[config.mk]
export PLATFORM = sky130hd
export DESIGN_NAME = exe_mem_skid_reg
export DESIGN_NICKNAME = d
export VERILOG_FILES = /design/src/rtl/exe_pkg.sv /design/src/rtl/exe_mem_skid_reg.sv
export SDC_FILE = /design/constraint.sdc
export NUM_CORES = 1
export LEC_CHECK = 0
export CAP_MARGIN = 20
export CORE_MARGIN = 4
export CORE_UTILIZATION = 45
export CTS_CLUSTER_DIAMETER = 40
export DETAILED_ROUTE_END_ITERATION = 16
export GPL_ROUTABILITY_DRIVEN = 0
export PLACE_DENSITY = 0.78
export SETUP_SLACK_MARGIN = 0.3
export SLEW_MARGIN = 20
export SYNTH_ARGS = -nofsm -noshare
export SYNTH_HDL_FRONTEND = slang
export SYNTH_SLANG_ARGS = --single-unit
[constraint.sdc]
create_clock -name clk -period 1.9 [get_ports clk]
set_clock_uncertainty 0.05 [all_clocks]
set_input_delay 0.38 -clock clk [delete_from_list [all_inputs] [get_ports clk]]
set_output_delay 0.38 -clock clk [all_outputs]
set_load 0.01 [all_outputs]
[src/rtl/exe_pkg.sv]
// exe_pkg: shared types for the execute/memory boundary.
//   DATA_W / DEST_W : default payload and register-address widths
//   exe_entry_t     : one in-flight EXE->MEM entry (control bits + payload)
//   occ_t           : occupancy of the EXE->MEM skid register
package exe_pkg;

  localparam int DATA_W = 32;
  localparam int DEST_W = 5;

  typedef struct packed {
    logic              wb_en;
    logic              mem_r_en;
    logic              mem_w_en;
    logic [DATA_W-1:0] pc;
    logic [DATA_W-1:0] alu_result;
    logic [DATA_W-1:0] st_val;
    logic [DEST_W-1:0] dest;
  } exe_entry_t;

  typedef enum logic [1:0] {
    EMPTY = 2'd0,
    ONE   = 2'd1,
    TWO   = 2'd2
  } occ_t;

endpackage

[src/rtl/exe_mem_skid_reg.sv]
// exe_mem_skid_reg: EXE->MEM pipeline register with a two-entry skid buffer.
//   clk, rst (async, active-low), flush (sync squash)
//   in_valid/in_ready + *_in      : entry from EXE; in_ready is a flop
//   out_valid/out_ready + outputs : head entry toward MEM
//   fwd_en/fwd_dest/fwd_data      : forwarding tap of the head entry
//   count                         : occupancy 0..2
//   stall_cycles                  : saturating count of back-pressured cycles
module exe_mem_skid_reg
  import exe_pkg::*;
#(
  parameter int DATA_W = exe_pkg::DATA_W,
  parameter int DEST_W = exe_pkg::DEST_W,
  parameter int CNT_W  = 16
) (
  input  logic              clk,
  input  logic              rst,
  input  logic              flush,
  input  logic              in_valid,
  output logic              in_ready,
  input  logic              wb_en_in,
  input  logic              mem_r_en_in,
  input  logic              mem_w_en_in,
  input  logic [DATA_W-1:0] pc_in,
  input  logic [DATA_W-1:0] alu_result_in,
  input  logic [DATA_W-1:0] st_val_in,
  input  logic [DEST_W-1:0] dest_in,
  output logic              out_valid,
  input  logic              out_ready,
  output logic              wb_en,
  output logic              mem_r_en,
  output logic              mem_w_en,
  output logic [DATA_W-1:0] pc,
  output logic [DATA_W-1:0] alu_result,
  output logic [DATA_W-1:0] st_val,
  output logic [DEST_W-1:0] dest,
  output logic              fwd_en,
  output logic [DEST_W-1:0] fwd_dest,
  output logic [DATA_W-1:0] fwd_data,
  output logic [1:0]        count,
  output logic [CNT_W-1:0]  stall_cycles
);

  // Same layout as exe_entry_t, sized by this instance's parameters.
  typedef struct packed {
    logic              wb_en;
    logic              mem_r_en;
    logic              mem_w_en;
    logic [DATA_W-1:0] pc;
    logic [DATA_W-1:0] alu_result;
    logic [DATA_W-1:0] st_val;
    logic [DEST_W-1:0] dest;
  } entry_t;

  entry_t           head_reg, skid_reg, in_entry;
  logic             head_vld_reg, skid_vld_reg;
  occ_t             state_reg;
  logic             in_ready_reg;
  logic [1:0]       count_reg;
  logic [CNT_W-1:0] stall_reg;
  logic             acc, pop;

  // Drop the control bits of an entry so a bubble never carries a write.
  function automatic entry_t squash(input entry_t e);
    entry_t r;
    r          = e;
    r.wb_en    = 1'b0;
    r.mem_r_en = 1'b0;
    r.mem_w_en = 1'b0;
    return r;
  endfunction

  assign in_entry = '{wb_en: wb_en_in, mem_r_en: mem_r_en_in, mem_w_en: mem_w_en_in,
                      pc: pc_in, alu_result: alu_result_in, st_val: st_val_in,
                      dest: dest_in};

  assign acc = in_valid & in_ready_reg;
  assign pop = head_vld_reg & out_ready;

  always_ff @(posedge clk or negedge rst) begin
    if (!rst) begin
      state_reg    <= EMPTY;
      head_reg     <= '0;
      skid_reg     <= '0;
      head_vld_reg <= 1'b0;
      skid_vld_reg <= 1'b0;
      in_ready_reg <= 1'b1;
      count_reg    <= 2'd0;
    end else if (flush) begin
      // Squash wins over any accept/pop this cycle; payload may stay stale.
      state_reg    <= EMPTY;
      head_reg     <= squash(head_reg);
      skid_reg     <= squash(skid_reg);
      head_vld_reg <= 1'b0;
      skid_vld_reg <= 1'b0;
      in_ready_reg <= 1'b1;
      count_reg    <= 2'd0;
    end else begin
      case (state_reg)
        EMPTY: begin
          if (acc) begin
            head_reg     <= in_entry;
            head_vld_reg <= 1'b1;
            state_reg    <= ONE;
            count_reg    <= 2'd1;
          end
        end
        ONE: begin
          if (acc && pop) begin
            head_reg <= in_entry;
          end else if (acc) begin
            // MEM stalled: park the new entry, stop accepting next cycle.
            skid_reg     <= in_entry;
            skid_vld_reg <= 1'b1;
            state_reg    <= TWO;
            count_reg    <= 2'd2;
            in_ready_reg <= 1'b0;
          end else if (pop) begin
            head_reg     <= squash(head_reg);
            head_vld_reg <= 1'b0;
            state_reg    <= EMPTY;
            count_reg    <= 2'd0;
          end
        end
        TWO: begin
          if (pop) begin
            head_reg     <= skid_reg;
            skid_reg     <= squash(skid_reg);
            skid_vld_reg <= 1'b0;
            state_reg    <= ONE;
            count_reg    <= 2'd1;
            in_ready_reg <= 1'b1;
          end
        end
        default: begin
          state_reg    <= EMPTY;
          head_vld_reg <= 1'b0;
          skid_vld_reg <= 1'b0;
          in_ready_reg <= 1'b1;
          count_reg    <= 2'd0;
        end
      endcase
    end
  end

  // Counts MEM back-pressure; flush deliberately leaves it alone.
  always_ff @(posedge clk or negedge rst) begin
    if (!rst) begin
      stall_reg <= '0;
    end else if (head_vld_reg && !out_ready && (stall_reg != '1)) begin
      stall_reg <= stall_reg + CNT_W'(1);
    end
  end

  assign in_ready     = in_ready_reg;
  assign out_valid    = head_vld_reg;
  assign wb_en        = head_reg.wb_en;
  assign mem_r_en     = head_reg.mem_r_en;
  assign mem_w_en     = head_reg.mem_w_en;
  assign pc           = head_reg.pc;
  assign alu_result   = head_reg.alu_result;
  assign st_val       = head_reg.st_val;
  assign dest         = head_reg.dest;
  // Loads get their value from MEM, so they never forward from here.
  assign fwd_en       = head_vld_reg & head_reg.wb_en & ~head_reg.mem_r_en;
  assign fwd_dest     = head_reg.dest;
  assign fwd_data     = head_reg.alu_result;
  assign count        = count_reg;
  assign stall_cycles = stall_reg;

endmodule

Yosys cells after proc, flatten, opt, wreduce, memory -nomap -nowiden

Index checks and enable logic that the tools add are counted.

Bitwise gates (word level): 8
$add $sub $neg: 1
Equality and inequality tests: 17
Reductions and logical operators: 15
Multiplexer cells: 28

Operators by type and width:

| cell                  | count |
|---|---|
| $mux 104              | 8 |
| $pmux 104 s3          | 1 |
| $pmux 104 s2          | 1 |
| $reduce_and 5->1      | 4 |
| $ne 3x3->1 const B    | 6 |
| $add 16x1->16 const B | 1 |
| $ne 16x16->1 const B  | 1 |
| $mux 2                | 6 |
| $ne 4x4->1 const B    | 3 |
| $reduce_and 4->1      | 3 |
| $ne 2x2->1 const B    | 5 |
| $mux 1                | 9 |
| $pmux 1 s3            | 2 |
| $pmux 2 s3            | 1 |
| $reduce_bool 3->1     | 2 |
| $and 1x1->1           | 4 |
| $not 1->1             | 4 |
| $reduce_bool 4->1     | 1 |
| $logic_and 1x1->1     | 3 |
| $eq 2x1->1 const B    | 1 |
| $eq 2x2->1 const B    | 1 |
| $logic_not 2->1       | 1 |
| $logic_not 1->1       | 1 |

Input bits: 109
Word-level logic and storage cells: 87
Output and inout port bits: 162
Bits in registers: 228

Depth between registers and ports, before layout

Gate-level depths: netlist of the first run.

Word-level depth: 6
Gate-level depth with buffers: 8
Depth with buffers taken out: 6

Worst setup path before layout of the first run

OpenSTA, ideal clock, no wires.

Path type: register to register
From: reg count[0] (netlist name)
To: reg head_reg, in the netlist mem_r_en
Buffers on the path: 1
Library setup time: 94 ps
Data required time: 1756 ps
Data arrival time: 1932 ps
Cell stages (with the launch flop): 8
Slack: -176 ps
Period minus slack after synthesis: 2076 ps
Path through: dfrtp_1 > inv_1 > ha_1 > clkbuf_1 > or3b_2 > a21oi_1 > nor2_1 > a211oi_1

RTL lines:

| item                 | RTL line                | RTL |
|---|---|---|
| to (signal assigned) | exe_mem_skid_reg.sv:91  | `head_reg <= squash(head_reg);` |
| to (signal assigned) | exe_mem_skid_reg.sv:101 | `head_reg <= in_entry;` |
| to (signal assigned) | exe_mem_skid_reg.sv:109 | `head_reg <= in_entry;` |
| to (decl)            | exe_mem_skid_reg.sv:54  | `entry_t head_reg, skid_reg, in_entry;` |

==> qor.log, run 1 <==
qor: power.power.density 1718 mW/mm^2
qor: critical_path.end_kind register
qor: cells_and_area.final_design_area_excluding_fillers 0.01728 mm^2
qor: power.cellLeakagePower 7.744 nW
qor: yosys.avgSynthCellArea 9.832 um^2
qor: sta.fmaxAchievable 481.5 MHz
qor: clocking.clock_tree.buffer_depth 3
qor: placement.io_buffers 270
qor: global_routing.first_pass_grt_wire_length 56720 um
qor: clocking.path_clk_slew 0.07 ns
qor: power.power_frac_comb 0.499
qor: floorplan.chip_height 160.4 um
qor: sta.maxSlewHeadroom 0.6290
qor: clocking.clock-root-buffer clkbuf_16
qor: placement.placement.cell_area 0.01381 mm^2
qor: yosys.synthesis.instances 1063
qor: yosys.largest_cells_by_area_after_synthesis dfrtp_1, a22oi_1, nand3b_1
qor: sta.finalSetupViolations 129
qor: yosys.number_of_enable_flip_flop_cells_after_synthesis 0
qor: floorplan.core.rowCount 55
qor: power.power.share.clock 0.202
qor: yosys.synthDominantAreaCellType dfrtp_1
qor: placement.placedCellCount 1573
qor: yosys.ys_seq_elements 228
qor: floorplan.floorplan.initialDensity 0.4602
qor: yosys.netlist_top_cells_count dfrtp_1, nor2_1, a21oi_1
qor: yosys.ys_warn_count 0
qor: global_routing.maximum_number_of_pins_on_one_net_before_global_route_repair 62
qor: yosys.syn_nets 1178
qor: critical_path.r2r_setup_slk -0.18 ns
qor: cells_and_area.finalNonFillerCells 1797
qor: placement.dp_worst_setup_slack -0.4499 ns
qor: global_routing.global_route.overflow_total 0
qor: critical_path.worst-endpoint-required 2.29 ns
qor: floorplan.design.die.area 0.02573 mm^2
qor: cells_and_area.syn2layout_area_growth 65.32%
qor: cells_and_area.filler_cell_count 1361
qor: critical_path.critPathKind reg2reg
qor: floorplan.ioPinCount 271
qor: cells_and_area.drive_above_1_share 0.4054
qor: sta.final_period_minus_worst_setup_slack 2.077 ns
qor: drt.wl_per_cell 21.96 um
qor: flow_run.number_of_violations_of_the_max_capacitance_limit 0
qor: power.p_sw_frac 0.3766
qor: critical_path.critPathMaxFanout 8
qor: clocking.cts_made_buffers 31
qor: clocking.cts.sink_count 228
qor: yosys.ys.flop_type dfrtp_1
qor: drt.detailedRoute.firstIterationViolations 864
qor: sta.final_max_slew_viol_count 0
qor: global_routing.global_route.usage.total 0.2677
qor: drt.postRouteAntennaNets 0
qor: critical_path.rr_worst_depth 9
qor: sta.post-route-period-util 1.093
qor: floorplan.fp.dieW 160.4 um
qor: yosys.synth_cell_type_count 46
qor: yosys.async_reset_ff_frac 1.000
qor: hold_path.holdCritPathClass in2async
qor: clocking.cts_htree_levels 1
qor: sta.hold_violations 0
qor: yosys.synth_largest_type_area_fraction 0.5435
qor: power.total_power 29.68 mW
qor: drt.routed-via-count 10369
qor: sta.grt_setup_unrepaired true
qor: drt.drt_pass1_iterations 7
qor: critical_path.worst_ep_arrival_time 2.47 ns
qor: placement.detailedPlacementHpwl 19220 um
qor: power.cell_internal_pwr 18.50 mW
qor: power.ir_drop 0.8547 mV
qor: global_routing.antenna_found_initial 1
qor: cells_and_area.finalNetCount 1607
qor: yosys.yosysSeqAreaShare 0.5460
qor: global_routing.number_of_global_route_vias_before_repair 10455
qor: yosys.synthMostInstantiatedCell dfrtp_1
qor: sta.final_critical_path_setup_slack -0.1771 ns
qor: critical_path.r2r-end alu_result[15]$_DFFE_PN0P_
qor: drt.remaining_drc_errors 0
qor: critical_path.cp-start-kind register
qor: sta.hold_ws 0.3390 ns
qor: floorplan.core_area 0.02271 mm^2
qor: clocking.insertion_delay 0.53 ns
qor: critical_path.r2r_start count[1]$_DFFE_PN0P_
qor: sta.worstMarginPinSlew 0.5565 ns
qor: cells_and_area.largest_reg_flops 104
qor: power.p_switching 11.18 mW
qor: outcome.violations_in_the_final_reports setup timing
qor: yosys.syn-cell-area 0.01045 mm^2
qor: drt.via_per_inst 5.770
qor: outcome.outcome complete, but fails checks
qor: clocking.tritoncts_clock_tree done
qor: power.power.sequential.fraction 0.299
qor: drt.post_route_wl 39460 um
qor: cells_and_area.num_antenna_cells 0
how the worst max path moves through the flow:
stage | to | start | cells after the start
detailed placement | alu_result[17]$_DFFE_PN0P_ | out_ready | 8
global route | alu_result[15]$_DFFE_PN0P_ | count[1]$_DFFE_PN0P_ | 9
finish | alu_result[15]$_DFFE_PN0P_ | count[1]$_DFFE_PN0P_ | 9
CTS | st_val[28]$_DFFE_PN0P_ | count[1]$_DFFE_PN0P_ | 8
global placement | pc[19]$_DFFE_PN0P_ | out_ready | 8
floorplan | alu_result[0]$_DFFE_PN0P_ | count[1]$_DFFE_PN0P_ | 7
metal layers:
layer / routed length, um / global-route usage / up-vias
li1: - / - / 4529
met1: 14530 / 0.3360 / 5096
met2: 20330 / 0.4706 / 622
met3: 3178 / 0.05337 / 120
met4: 1410 / 0.07704 / 2
met5: 13 / 0 / -
cell type report:
cell class | count | area, um^2 | area share
inverters | 105 | 394.1 | 0.02281
flip-flops and latches | 228 | 5719 | 0.3310
multi-input cells | 613 | 4412 | 0.2553
clock inverters | 14 | 220.2 | 0.01275
clock buffers | 39 | 835.8 | 0.04837
well taps | 285 | 356.6 | 0.02064
repair buffers | 513 | 5340 | 0.3091
stage by stage:
stage / setup TNS [ns] / utilization
after floorplan: 0 / -
after global placement: -62.36 / 0.6083
after detailed placement: -74.01 / 0.6083
after CTS: -6.991 / 0.7278
after global routing: -17.95 / 0.7608
final: -8.112 / 0.7608
repair_timing:
item / CTS / global route
hold buffers: 1 / 0
cloned: 21 / 11
setup endpoints to repair: 383 / 323
hold endpoints to repair: 51 / 0
pin swaps: 13 / 28
buffers inserted: 95 / 43
resized for setup: 775 / 179
logic make-up (layout without fill, tap and decap cells):
kind of cell,after synthesis,after routing,synth area share
compound gates,336,337,0.1942
simple gates,257,257,0.1397
flops,228,228,0.5460
buf+inv,223,671,0.1015
xor+xnor,11,11,0.009218
fa+ha+maj,6,6,0.007183
mux,2,2,0.002155
cell usage in the layout, fill, tap and decap left out, drive strengths merged, types with 4 or more instances in the layout:
master | netlist | final
nand4 | 8 | 8
ha | 6 | 6
a22oi | 104 | 104
a21oi | 108 | 108
clkdlybuf4s50 | 0 | 107
a22o | 4 | 4
dfrtp | 227 | 227
o21ai | 105 | 105
xnor2 | 10 | 10
nor3 | 4 | 4
nand2 | 8 | 8
buf | 74 | 368
nand3b | 102 | 102
bufinv | 0 | 5
clkbuf | 44 | 72
inv | 105 | 107
clkdlybuf4s15 | 0 | 4
nor2 | 110 | 110
clkinv | 0 | 6
nand3 | 8 | 8
power by group through the flow:
stage | sequential (mW) | combinational [mW] | clock [mW]
floorplan | 9.00 | 5.64 | 0
global placement | 8.69 | 10.6 | 0
detailed placement | 8.76 | 10.9 | 0
CTS | 8.64 | 13.1 | 6.00
global route | 9.07 | 15.8 | 6.23
finish | 8.87 | 14.8 | 6.00
critical path: stages, from the launching register on:
cell and delay (ns):
dfrtp_2 0.44, buf_6 0.14, ha_4 0.16, a21boi_4 0.15, a2111oi_4 0.28, buf_6 0.19
buf_12 0.18, buf_16 0.14, nor2_1 0.06, a21oi_2 0.19
Note: power is estimated with default switching activity, not from simulation.
==> run 2, diff against run 1 <==
CORE_UTILIZATION = 46   (was 45)
CTS_BUF_LIST = sky130_fd_sc_hd__clkbuf_2 sky130_fd_sc_hd__clkbuf_4 sky130_fd_sc_hd__clkbuf_8   (was not set)
PLACE_DENSITY = 0.79   (was 0.78)
TNS_END_PERCENT = 5   (was not set)
==> run 2 against run 1 <==
The flow still finishes with violations (setup timing). Sequential cell count is the same. Total power down 18%. Routed wire length fell by 24%. Clock power shrank 17%. Largest cell class unchanged. Largest power group unchanged.
==> qor.log, run 2 (synthesis results as in run 1) <==
qor: power.total_power 24.45 mW [was 29.68 mW]
qor: placement.detailedPlacementHpwl 19270 um [was 19220 um]
qor: sta.grt_setup_unrepaired true [unchanged]
qor: critical_path.critPathMaxFanout 6 [was 8]
qor: drt.postRouteAntennaNets 0 [unchanged]
qor: clocking.clock-root-buffer clkbuf_8 [was clkbuf_16]
qor: placement.dp_worst_setup_slack -0.4323 ns [was -0.4499 ns]
qor: critical_path.r2r-end dest[4]$_DFFE_PN0P_ [was alu_result[15]$_DFFE_PN0P_]
qor: flow_run.number_of_violations_of_the_max_capacitance_limit 0 [unchanged]
qor: global_routing.maximum_number_of_pins_on_one_net_before_global_route_repair 63 [was 62]
qor: power.power.density 1628 mW/mm^2 [was 1718 mW/mm^2]
qor: clocking.insertion_delay 0.51 ns [was 0.53 ns]
qor: sta.fmaxAchievable 496.3 MHz [was 481.5 MHz]
qor: cells_and_area.drive_above_1_share 0.2026 [was 0.4054]
qor: floorplan.chip_height 158.7 um [was 160.4 um]
qor: sta.final_period_minus_worst_setup_slack 2.015 ns [was 2.077 ns]
qor: global_routing.number_of_global_route_vias_before_repair 9181 [was 10455]
qor: floorplan.ioPinCount 271 [unchanged]
qor: sta.finalSetupViolations 103 [was 129]
qor: placement.io_buffers 270 [unchanged]
qor: drt.detailedRoute.firstIterationViolations 500 [was 864]
qor: drt.drt_pass1_iterations 5 [was 7]
qor: power.cellLeakagePower 6.659 nW [was 7.744 nW]
qor: global_routing.global_route.usage.total 0.2233 [was 0.2677]
qor: sta.final_max_slew_viol_count 0 [unchanged]
qor: cells_and_area.syn2layout_area_growth 43.72% [was 65.32%]
qor: cells_and_area.largest_reg_flops 104 [unchanged]
qor: floorplan.design.die.area 0.02520 mm^2 [was 0.02573 mm^2]
qor: floorplan.fp.dieW 158.7 um [was 160.4 um]
qor: critical_path.r2r_start count[1]$_DFFE_PN0P_ [unchanged]
qor: outcome.outcome complete, but fails checks [unchanged]
qor: outcome.violations_in_the_final_reports setup timing [unchanged]
qor: clocking.path_clk_slew 0.06 ns [was 0.07 ns]
qor: cells_and_area.finalNetCount 1472 [was 1607]
qor: clocking.clock_tree.buffer_depth 3 [unchanged]
qor: critical_path.cp-start-kind register [unchanged]
qor: floorplan.floorplan.initialDensity 0.4730 [was 0.4602]
qor: floorplan.core.rowCount 54 [was 55]
qor: critical_path.worst-endpoint-required 2.28 ns [was 2.29 ns]
qor: global_routing.first_pass_grt_wire_length 47560 um [was 56720 um]
qor: global_routing.global_route.overflow_total 0 [unchanged]
qor: cells_and_area.layout_commonest_cell dfrtp_1 [unchanged]
qor: clocking.cts_made_buffers 41 [was 31]
qor: sta.hold_violations 0 [unchanged]
qor: clocking.cts_htree_levels 2 [was 1]
qor: critical_path.worst_ep_arrival_time 2.40 ns [was 2.47 ns]
qor: sta.post-route-period-util 1.060 [was 1.093]
qor: drt.wl_per_cell 17.95 um [was 21.96 um]
qor: clocking.cts.sink_count 228 [unchanged]
qor: clocking.tritoncts_clock_tree done [unchanged]
qor: global_routing.antenna_found_initial 1 [unchanged]
qor: floorplan.core_area 0.02209 mm^2 [was 0.02271 mm^2]
qor: drt.remaining_drc_errors 0 [unchanged]
qor: critical_path.r2r_setup_slk -0.11 ns [was -0.18 ns]
qor: sta.final_critical_path_setup_slack -0.1149 ns [was -0.1771 ns]
qor: sta.hold_ws 0.3507 ns [was 0.3390 ns]
qor: drt.via_per_inst 5.489 [was 5.770]
qor: cells_and_area.mostFrequentLayoutCells dfrtp_1, dlygate4sd2_1, clkdlybuf4s50_1 [was dfrtp_1, clkdlybuf4s50_1, buf_2]
qor: drt.routed-via-count 9156 [was 10369]
qor: sta.worstMarginPinSlew 0.4954 ns [was 0.5565 ns]
qor: critical_path.end_kind register [unchanged]
qor: hold_path.holdCritPathClass in2async [unchanged]
qor: critical_path.critPathKind reg2reg [unchanged]
qor: critical_path.rr_worst_depth 9 [unchanged]
qor: drt.post_route_wl 29940 um [was 39460 um]
qor: power.ir_drop 0.7691 mV [was 0.8547 mV]
qor: sta.maxSlewHeadroom 0.6697 [was 0.6290]
[run 2: through the flow]
stage	utilization	setup TNS (ns)	instance area (um^2)	cells
after floorplan	-	0	10620	1063
after global placement	0.6210	-67.80	13720	1571
after detailed placement	0.6210	-76.16	13720	1571
after CTS	0.6646	-4.038	14680	1661
after global routing	0.6799	-16.17	15020	1668
final	0.6799	-4.128	15020	1668
[run 2: how the worst max path moves through the flow]
| stage | startpoint | endpoint | slack (ns) | cells past startpoint |
|---|---|---|---|---|
| after detailed placement | out_ready | skid_reg[55]$_DFFE_PN0P_ | -0.43 | 8 |
| after CTS | count[1]$_DFFE_PN0P_ | st_val[9]$_DFFE_PN0P_ | -0.08 | 8 |
| after global placement | out_ready | skid_reg[53]$_DFFE_PN0P_ | -0.36 | 8 |
| after floorplan | count[1]$_DFFE_PN0P_ | alu_result[0]$_DFFE_PN0P_ | 0.09 | 7 |
| after global routing | count[1]$_DFFE_PN0P_ | dest[4]$_DFFE_PN0P_ | -0.16 | 9 |
| final | count[1]$_DFFE_PN0P_ | dest[4]$_DFFE_PN0P_ | -0.11 | 9 |
[run 2: critical path, stage by stage, from the launching register on]
cell and delay [ns]:
dfrtp_2 0.44, buf_6 0.13, ha_4 0.15, a21boi_4 0.14, a2111oi_4 0.28, buf_6 0.22
clkbuf_16 0.19, clkbuf_16 0.15, nor2_1 0.05, a21oi_1 0.13
[run 2: layout make-up]
class	instances	area [um^2]
Clock inverter	8	78.83
Sequential cell	228	5725
Timing Repair Buffer	369	3677
Fill cell	1697	7073
Inverter	105	396.6
Antenna cell	1	2.502
Tap cell	280	350.3
Multi-Input combinational cell	612	3951
Clock buffer	65	838.3
[run 2: routing by layer]
layer,GRT usage,share of wire,vias to the layer above
li1,-,-,4235
met5,0,0,-
met1,0.2894,0.41,4543
met2,0.3784,0.50,319
met3,0.04484,0.060,59
met4,0.07495,0.026,0
[run 2: what timing repair did]
action,in CTS,in global routing
hold endpoints to repair,51,0
gates cloned,2,5
gates resized for setup,307,79
pin swaps,8,19
hold buffers,1,0
buffers inserted,14,1
setup endpoints to repair,384,371
[run 2: where the power goes]
group / internal (mW) / switching (mW)
clock: 2.95 / 2.02
combinational: 5.27 / 5.49
sequential: 7.20 / 1.52
